===== config.mk =====
export PLATFORM = sky130hd
export DESIGN_NAME = fpmul_out_buf
export DESIGN_NICKNAME = d
export VERILOG_FILES = /design/src/rtl/fpmul_out_buf.sv
export SDC_FILE = /design/constraint.sdc
export NUM_CORES = 1
export LEC_CHECK = 0
export CORE_MARGIN = 10
export CORE_UTILIZATION = 45
export DETAILED_ROUTE_END_ITERATION = 8
export SLEW_MARGIN = 20
export SYNTH_ARGS = -nofsm -noshare
export SYNTH_HDL_FRONTEND = slang
export SYNTH_SLANG_ARGS = --single-unit
export TNS_END_PERCENT = 5

===== constraint.sdc =====
create_clock -name clk -period 7.5 [get_ports clk]
set_input_delay 0.75 -clock clk [delete_from_list [all_inputs] [get_ports clk]]
set_output_delay 0.75 -clock clk [all_outputs]
set_load 0.01 [all_outputs]

===== src/rtl/fpmul_out_buf.sv =====
// Purpose : FWFT result buffer behind the FP multiplier. Tags each word with NaN/Inf/zero flags and drops it on overflow.
// Latency : a word pushed at edge N is visible on dout/vout in cycle N+1; nothing passes straight from din/vin to an output.
// Backpres: the multiplier is never stalled. The consumer uses vout/rdy. When full with no pop, the word is dropped and counted.
// Ports   : clk, rst (sync, active-high) | din, vin : multiplier result and valid
//           dout, dout_flags {nan,inf,zero}, vout, rdy : consumer handshake; dout and flags read 0 when empty
//           count : occupancy | ovf, drop_cnt, ovf_clr : sticky overflow, saturating drop counter, and their clear
module fpmul_out_buf #(
  parameter int DW    = 32,
  parameter int DEPTH = 8,
  parameter int AW    = 3
) (
  input  logic          clk,
  input  logic          rst,
  input  logic [DW-1:0] din,
  input  logic          vin,
  output logic [DW-1:0] dout,
  output logic [2:0]    dout_flags,
  output logic          vout,
  input  logic          rdy,
  output logic [AW:0]   count,
  output logic          ovf,
  input  logic          ovf_clr,
  output logic [7:0]    drop_cnt
);

  localparam int EW = DW + 3;

  logic [EW-1:0] mem [DEPTH];
  logic [AW-1:0] wr_ptr;
  logic [AW-1:0] rd_ptr;
  logic [AW:0]   cnt;

  logic [7:0]  din_exp;
  logic [22:0] din_man;
  logic [2:0]  din_flags;
  logic        full;
  logic        pop;
  logic        push;
  logic        drop;

  // The flag layout assumes IEEE-754 single precision. The sign bit is
  // ignored, so -0 is also reported as zero.
  assign din_exp = din[30:23];
  assign din_man = din[22:0];

  always_comb begin
    din_flags    = 3'b000;
    din_flags[2] = (din_exp == 8'hFF) && (din_man != 23'd0);
    din_flags[1] = (din_exp == 8'hFF) && (din_man == 23'd0);
    din_flags[0] = (din_exp == 8'h00) && (din_man == 23'd0);
  end

  assign full = (cnt == (AW+1)'(DEPTH));
  assign vout = (cnt != '0);
  assign pop  = vout && rdy;
  // A pop in the same cycle frees a slot, so a full buffer still accepts the word.
  assign push = vin && (!full || pop);
  assign drop = vin && full && !pop;

  always_ff @(posedge clk) begin
    if (!rst && push)
      mem[wr_ptr] <= {din_flags, din};
  end

  always_ff @(posedge clk) begin
    if (rst) begin
      wr_ptr <= '0;
      rd_ptr <= '0;
      cnt    <= '0;
    end else begin
      if (push)
        wr_ptr <= wr_ptr + AW'(1);
      if (pop)
        rd_ptr <= rd_ptr + AW'(1);
      case ({push, pop})
        2'b10:   cnt <= cnt + (AW+1)'(1);
        2'b01:   cnt <= cnt - (AW+1)'(1);
        default: cnt <= cnt;
      endcase
    end
  end

  // If a drop and a clear happen together, the drop wins. The counter then
  // restarts at 1 instead of being cleared.
  always_ff @(posedge clk) begin
    if (rst) begin
      ovf      <= 1'b0;
      drop_cnt <= 8'd0;
    end else if (drop) begin
      ovf <= 1'b1;
      if (ovf_clr)
        drop_cnt <= 8'd1;
      else if (drop_cnt != 8'hFF)
        drop_cnt <= drop_cnt + 8'd1;
    end else if (ovf_clr) begin
      ovf      <= 1'b0;
      drop_cnt <= 8'd0;
    end
  end

  assign count      = cnt;
  assign dout       = vout ? mem[rd_ptr][DW-1:0]  : '0;
  assign dout_flags = vout ? mem[rd_ptr][EW-1:DW] : 3'b000;

endmodule


=== Word level (Yosys, flattened, before mapping) ===
Memories as Yosys holds them, arrays and structs flattened. A register that Yosys moved wholly into a read port is not among the register bits.
Cells that the tools add are included.

* Latch bits: 0
* Input bits: 37
* Bits in writable memories: 280
* Bits in read-only memories: 0
* Memories kept: 1
* Flip-flop bits (word level): 19
* Word-level logic and storage cells: 49
* Output and inout port bits: 49

{| class="wikitable"
|+ Memories
! memory !! depth !! width !! rd ports !! clocked after memory_dff !! write ports !! RTL line !! RTL
|-
| mem || 8 || 35 || 1 || 1 || 1 || 28 || <nowiki>logic [EW-1:0] mem [DEPTH];</nowiki>
|}

* Multiply operators: 0
* Mux-type cells: 13
* Reductions and logical operators: 20
* Divide/modulo/power cells: 0
* Add/subtract/negate cells: 5
* Shift operators: 0
* Equality and inequality tests: 5
* Magnitude comparators: 0
* Bitwise operators: 0

{| class="wikitable"
|+ Operators with widths
! operator !! count
|-
| 2-to-1 mux 32 bit || 1
|-
| 2-to-1 mux 8 bit || 4
|-
| logical NOT 23 bit || 1
|-
| nonzero test 23 bit || 1
|-
| 2-to-1 mux 3 bit || 3
|-
| adder 8 x 1 -> 8 bit, second input constant || 1
|-
| == test 8 bit, second input constant || 1
|-
| logical AND 1 bit || 8
|-
| logical NOT 8 bit || 1
|-
| != test 8 bit, second input constant || 1
|-
| one-hot mux 4 bit (2 select lines) || 1
|-
| adder 3 x 1 -> 3 bit, second input constant || 2
|-
| nonzero test 2 bit || 3
|-
| adder 4 x 1 -> 4 bit, second input constant || 1
|-
| == test 4 bit, second input constant || 1
|-
| 2-to-1 mux 1 bit || 4
|-
| nonzero test 4 bit || 1
|-
| subtractor 4 x 1 -> 4 bit, second input constant || 1
|-
| logical NOT 1 bit || 3
|-
| == test 2 x 1 -> 1 bit, second input constant || 1
|-
| == test 2 bit, second input constant || 1
|-
| AND reduction 2 bit || 1
|-
| logical OR 1 bit || 1
|}

=== Longest topological paths before layout ===
Gate-level depths: netlist of run 1.

* Depth in word-level cells: 7
* Depth in mapped cells: 13

=== Least setup slack after synthesis of run 1 ===
OpenSTA, ideal clock, no wires.

* Path type: input to register
* Start point: input rdy
* End point: memory mem[6][0] (netlist name) (enable)
* Stages: 4
* Required time: 6.973 ns
* Buffers on the path: 0
* Arrival: 4.831 ns
* Setup time: 0.527 ns
* Setup slack: 2.141 ns
* Cell sequence: nand2b_1 o21a_1 inv_2 nor4b_1

* Cells in the longest elaborated chain, start to end: 6

{| class="wikitable"
|+ RTL lines
! element !! RTL line !! RTL
|-
| start, declared || 19 || <nowiki>input logic rdy,</nowiki>
|-
| logical AND 1 bit || 55 || <nowiki>assign pop = vout && rdy;</nowiki>
|-
| logical OR 1 bit || 57 || <nowiki>assign push = vin && (!full || pop);</nowiki>
|-
| logical AND 1 bit || 57 ||
|-
| logical AND 1 bit || 61 || <nowiki>if (!rst && push)</nowiki>
|-
| 2-to-1 mux 1 bit || 61 ||
|-
| 2-to-1 mux 1 bit (implied by the code) || 62 || <nowiki>mem[wr_ptr] <= {din_flags, din};</nowiki>
|-
| end, declared || 28 ||
|}

No other way between the ends.

==> results of run 1 <==
==> path summary, 6_finish.rpt <==
check,end,start,depth (start not counted)
worst min register to register,ovf,ovf,2
worst max register to register,count[2],count[0],11
worst max-delay path,dout[22],register,5
worst min-delay path,ovf,ovf,2
==> registers in the layout, indices dropped and copies added, names as in the netlist, named ones only <==
| name | flops |
|---|---|
| mem | 280 |
| drop_cnt | 8 |
| count | 4 |
| rd_ptr | 3 |
| wr_ptr | 3 |
| ovf | 1 |
==> metal layers <==
layer	GRT usage (%)	part of all wire, %	vias to the layer above
met3	2.77	5.5	25
met1	18.2	42	3058
li1	-	-	2649
met4	2.80	1.2	0
met2	25.4	51	157
met5	0	0	-
==> through the flow <==
stage	setup WS [ns]	hold slack [ns]	area [um2]
after floorplan	2.14	0.485	11900
after global placement	3.56	0.460	13200
after detailed placement	3.55	0.466	13200
after CTS	2.97	0.477	14200
after global routing	2.83	0.494	14200
final	3.13	0.472	14200
==> cell families (layout without fill, tap and decap cells) <==
| kind of cell | count (synthesis) | in the layout | synth area share [%] |
|---|---|---|---|
| flops | 302 | 302 | 74.7 |
| simple gates | 112 | 112 | 4.98 |
| mux | 107 | 107 | 16.4 |
| buf+inv | 36 | 165 | 1.37 |
| compound gates | 26 | 26 | 1.33 |
| xor+xnor | 7 | 7 | 0.581 |
| fa+ha+maj | 6 | 6 | 0.633 |
==> worst reg2reg max path, delay by kind of cell (launching register included) <==
kind / cells / cell delay [ns]
buf+inv: 1 / 0.06
fa+ha+maj: 2 / 0.46
compound gates: 2 / 0.28
xor+xnor: 2 / 0.25
simple gates: 4 / 1.71
flops: 1 / 0.36
==> cells in the mapped netlist (all sizes together) (2+ instances only) <==
library cell    n  area share (%)
a21oi           8            0.34
a31oi           3            0.16
buf            17            0.75
xnor2           2            0.21
nor3            6            0.25
o211ai          3            0.19
nand3b          2            0.13
mux4           70              13
nand3           7            0.30
clkbuf         12            0.38
or3             3            0.16
edfxtp        280              71
dfxtp          22             3.7
nand2           8            0.25
o21ai           7            0.30
xor2            5            0.37
nor2           50             1.7
and2            2            0.13
mux2i          37             3.1
nor4b           2            0.15
nand4           5            0.26
and3            3            0.16
nand2b          6            0.32
nor4           12            0.76
ha              6            0.63
inv             7            0.24
==> power breakdown <==
| group | switching, mW | internal (mW) | total (mW) |
|---|---|---|---|
| registers | 0.0773 | 1.89 | 1.96 |
| clock network | 0.607 | 0.927 | 1.53 |
| logic | 0.484 | 0.541 | 1.02 |
| total | 1.17 | 3.35 | 4.52 |
==> layout make-up <==
cell class	instances	area, um2	share of cell area [%]
Clock inverter	18	218	1.53
Inverter	7	28.8	0.203
Sequential cell	302	8850	62.4
Timing Repair Buffer	102	978	6.90
Clock buffer	38	802	5.65
Tap cell	335	419	2.95
Multi-Input combinational cell	258	2890	20.4
==> out/metrics.csv, run 1 <==
metric;value;unit
dp.cells;1004;
cp_num_buf_inv;2;
final_antenna_net_count;0;
tns;0;ns
grt-ovfl-total;0;
hold_path_class;register to register;
utilization;54.6;%
clockBufferDepth;3;
ctsHoldBuffers;0;
ios;86;
ctsHtreeMaxLevel;1;
critPathKind;register to output port;
synth_edf_count;280;
yosys_warnings;0;
clk_latency;0.56;ns
start_util;45.6;%
portBuffers;85;
cts_tree;done;
die-area;33200;um2
setup_violations;0;
drt_iter0_markers;451;
max_cap_violations;0;
fp.coreArea;26000;um2
drt_wl_total;24500;um
post_cts_buffers;0;
synthArstFlopShare;0;%
dpl.hpwl;13800;um
rsz0062_at_grt;no;
netlist_area;11900;um2
outcome;completed;
fillers;2027;
grt_antenna_before_repair;0;
cp_data_arrival_time;3.62;ns
ys_seq_area_share;74.7;%
gp_congestion;0.713;
final.setup_skew;0.0169;ns
worstPathCellList;buf_4 > mux4_2 > mux2i_1 > nor2_1 > clkdlybuf4s50_1;
fmax;229;MHz
grt_max_degree;71;
cts_resized;0;
power;4.52;mW
vdd_drop_max;0.000216;V
crit_fanout;40;
syn_to_final_growth;19.7;%
slew_headroom;28.1;%
p_leak;4.38;nW
synth_seq_cells;302;
synthFlopType;edfxtp_1;
nets;745;
period_share;58.3;%
fp.dieW;182;um
synth_cell_type_count;46;
critPathMaxStageDelay;0.92;ns
powerDensity;319;nW/um2
mostFrequentLayoutCell;edfxtp_1;
fin_cells;1060;
post_synth.cell_area_avg;19.9;um2
diodes;0;
grt_usage;14.4;%
die_y;182;um
drive_gt1_share;20.3;%
clk_pin_slew_worst_paths;0.06;ns
viasPerCell;5.56;
tightest_slew;1.08;ns
finalHoldViolCount;0;
critPathSlowestCell;dfxtp_4;
vias;5889;
min_period;4.37;ns
grt_pass1_vias;6305;
cp_top_family;buffers and inverters;
routedWlPerCell;23.1;um
end_kind;output port;
grt_pass1_wl;37600;um
first_pass_iters;5;
root_buffer;clkbuf_16;
rows;59;
slew_viol_final;0;
startpoint_type;register;
numCtsBuffers;31;
rrSetupSlack;4.28;ns
drc;0;
syn_nets;639;
required;6.75;ns
clock_sinks;302;
synth_cells;596;
mostFrequentLayoutCells;edfxtp_1, clkdlybuf4s50_1, mux4_2;
Power figures use the tool's default switching activity.
==> run 2, diff against run 1 <==
--- a/config.mk
+++ b/config.mk
@@ -8,6 +8,7 @@
 export CORE_MARGIN = 10
 export CORE_UTILIZATION = 45
 export DETAILED_ROUTE_END_ITERATION = 8
+export PLACE_DENSITY = 0.66
 export SLEW_MARGIN = 20
 export SYNTH_ARGS = -nofsm -noshare
 export SYNTH_HDL_FRONTEND = slang
==> constraint.sdc (replaced) <==
create_clock -name clk -period 3.8 [get_ports clk]
set_input_delay 0.38 -clock clk [delete_from_list [all_inputs] [get_ports clk]]
set_output_delay 0.38 -clock clk [all_outputs]
set_load 0.01 [all_outputs]
==> run 2 against run 1 <==
Core utilization barely moved. Combinational power rose by 110%. Worst setup slack worse by 2.6 ns. Non-clock buffer count up 5. Clock skew decreased by 0.0048 ns. Routed wire length grew 0.19%. Sequential power rose by 96%. Die area stayed put. Clock power rose by 81%. Sequential cell count unchanged. Critical path type unchanged. Critical endpoint is now dout[24]. Largest power group unchanged.
==> out/metrics.csv, run 2 (synthesis results as in run 1) <==
metric;value;unit;change
outcome;completed;;unchanged
diodes;0;;unchanged
netSwitchingPower;2.29;mW;was 1.17 mW
syn_to_final_growth;19.7;%;about the same
vdd_drop_max;0.000318;V;was 0.000216 V
busiest_layer;met2;;unchanged
hold_end;ovf;;unchanged
timing.rr.end;count[2];;unchanged
fp.coreArea;26000;um2;unchanged
slew_viol_final;0;;unchanged
mostFrequentLayoutCell;edfxtp_1;;unchanged
largest_reg_flops;280;;unchanged
critPathKind;register to output port;;unchanged
grt_pass1_vias;6310;;was 6305
ctsHoldBuffers;0;;unchanged
intPower;6.44;mW;was 3.35 mW
clockBufferDepth;3;;unchanged
grt_use_met1;18.9;%;was 18.2%
slew_headroom;34.3;%;was 28.1%
rrSetupSlack;0.81;ns;was 4.28 ns
die_y;182;um;unchanged
final.setup_skew;0.0121;ns;was 0.0169 ns
min_from;ovf;;unchanged
required;3.42;ns;was 6.75 ns
regArea;8850;um2;unchanged
ios;86;;unchanged
cp_data_arrival_time;2.89;ns;was 3.62 ns
nets;749;;was 745
drc;0;;unchanged
root_buffer;clkbuf_16;;unchanged
rows;59;;unchanged
first_pass_iters;4;;was 5
critPathSlowestCell;or3_1;;was dfxtp_4
fillers;2020;;was 2027
worstSetupStartpoint;count[1];;
placed_area;13300;um2;was 13200 um2
gp_congestion;0.780;;was 0.713
die-area;33200;um2;unchanged
worstPathCellList;or3_1 > nor2_8 > buf_4 > nor2_1 > clkdlybuf4s50_1;;was buf_4 > mux4_2 > mux2i_1 > nor2_1 > clkdlybuf4s50_1
fmax;306;MHz;
grt-ovfl-total;0;;unchanged
final_antenna_net_count;0;;unchanged
powerDensity;615;nW/um2;was 319 nW/um2
start_util;45.6;%;unchanged
power.clock.fraction;31.8;%;was 33.9%
grt_max_degree;36;;was 71
max_cap_violations;0;;unchanged
grt_antenna_before_repair;0;;unchanged
utilization;54.6;%;about the same
hold_path_class;register to register;;unchanged
p_sw_share;26.2;%;was 25.8%
numCtsBuffers;30;;was 31
clk_latency;0.54;ns;was 0.56 ns
rr_worst_depth;11;;unchanged
routedWlPerCell;23.1;um;about the same
top_register;mem;;unchanged
mostFrequentLayoutCells;edfxtp_1, clkdlybuf4s50_1, mux4_2;;unchanged
grt_use_met3;2.43;%;was 2.77%
p_leak;4.37;nW;was 4.38 nW
tightest_slew;0.977;ns;was 1.08 ns
r2r_start;count[1];;was count[0]
holdWs;0.468;ns;was 0.472 ns
hold_depth;2;;unchanged
final_area;14200;um2;about the same
pre_cts_ws;0.727;ns;was 3.55 ns
rsz0062_at_grt;no;;unchanged
viasPerCell;5.61;;was 5.56
clock_sinks;302;;unchanged
setup_ws;0.533;ns;was 3.13 ns
grt_pass1_wl;38100;um;was 37600 um
grt_usage;14.7;%;was 14.4%
startpoint_type;register;;unchanged
period_share;86.0;%;
multi_input_area;2900;um2;was 2890 um2
use_met2;25.2;%;was 25.4%
ctsHtreeMaxLevel;1;;unchanged
min_period;3.27;ns;
cts_resized;0;;unchanged
finalHoldViolCount;0;;unchanged
dpl.hpwl;14800;um;was 13800 um
drt_iter0_markers;464;;was 451
p_seq_share;44.0;%;was 43.4%
post_cts_buffers;0;;unchanged
vias;5965;;was 5889
end_kind;output port;;unchanged
portBuffers;85;;unchanged
setup_violations;0;;unchanged
clk_pin_slew_worst_paths;0.06;ns;about the same
drive_gt1_share;20.3;%;about the same
drt_wl_total;24500;um;about the same
crit_fanout;20;;was 40
cts_tree;done;;unchanged
combPwrFrac;24.2;%;was 22.7%
fp.dieW;182;um;unchanged
critPathMaxStageDelay;0.57;ns;was 0.92 ns
run 2: cell count changes in the layout (fill, tap and decap cells not counted):
cell | previous run | this run
bufinv_16 | 5 | 1
buf_12 | 0 | 3
clkbuf_1 | 7 | 10
clkbuf_8 | 0 | 3
buf_4 | 17 | 19
clkinv_2 | 4 | 2
clkinv_1 | 6 | 5
clkinv_4 | 1 | 0
nor4b_2 | 1 | 0
nor4b_4 | 0 | 1
run 2: cell type report:
class | instances | share of cell area, %
Sequential cell | 302 | 62.4
Inverter | 7 | 0.203
Clock buffer | 44 | 6.03
Multi-Input combinational cell | 258 | 20.4
Clock inverter | 10 | 0.529
Timing Repair Buffer | 107 | 7.43
Tap cell | 335 | 2.96
run 2: worst max path at each step:
stage | endpoint | slack, ns
2_1_floorplan | mem[1][0] | -1.15
4_1_cts | dout[24] | 0.47
6_report | dout[24] | 0.53
5_1_grt | dout_flags[0] | 0.41
3_5_place_dp | mem[1][33] | 0.73
3_3_place_gp | mem[4][33] | 0.92
run 2: power by group through the flow:
stage               Combinational [mW]  Clock, mW  Sequential [mW]
floorplan                         1.28          0             3.85
global placement                  2.12          0             3.90
detailed placement                2.17          0             3.91
CTS                               2.18       2.83             3.84
global route                      2.30       2.96             3.85
finish                            2.11       2.77             3.84
run 2: metrics by stage:
step	power [mW]	std cells	TNS, ns
2_1_floorplan	5.13	596	-99.08
3_3_place_gp	6.02	1009	0
3_5_place_dp	6.08	1009	0
4_1_cts	8.85	1063	0
5_1_grt	9.11	1063	0
6_report	8.72	1063	0
run 2: critical path, delay by kind of cell, from the launching register on:
family	cells	cell delay (ns)
buf+inv	2	0.87
flops	1	0.38
simple gates	3	1.09
run 2: metal layers:
layer | vias up | part of all wire [%]
met5 | - | 0
met4 | 0 | 2.1
met3 | 41 | 5.6
met2 | 173 | 51
met1 | 3100 | 41
li1 | 2651 | -
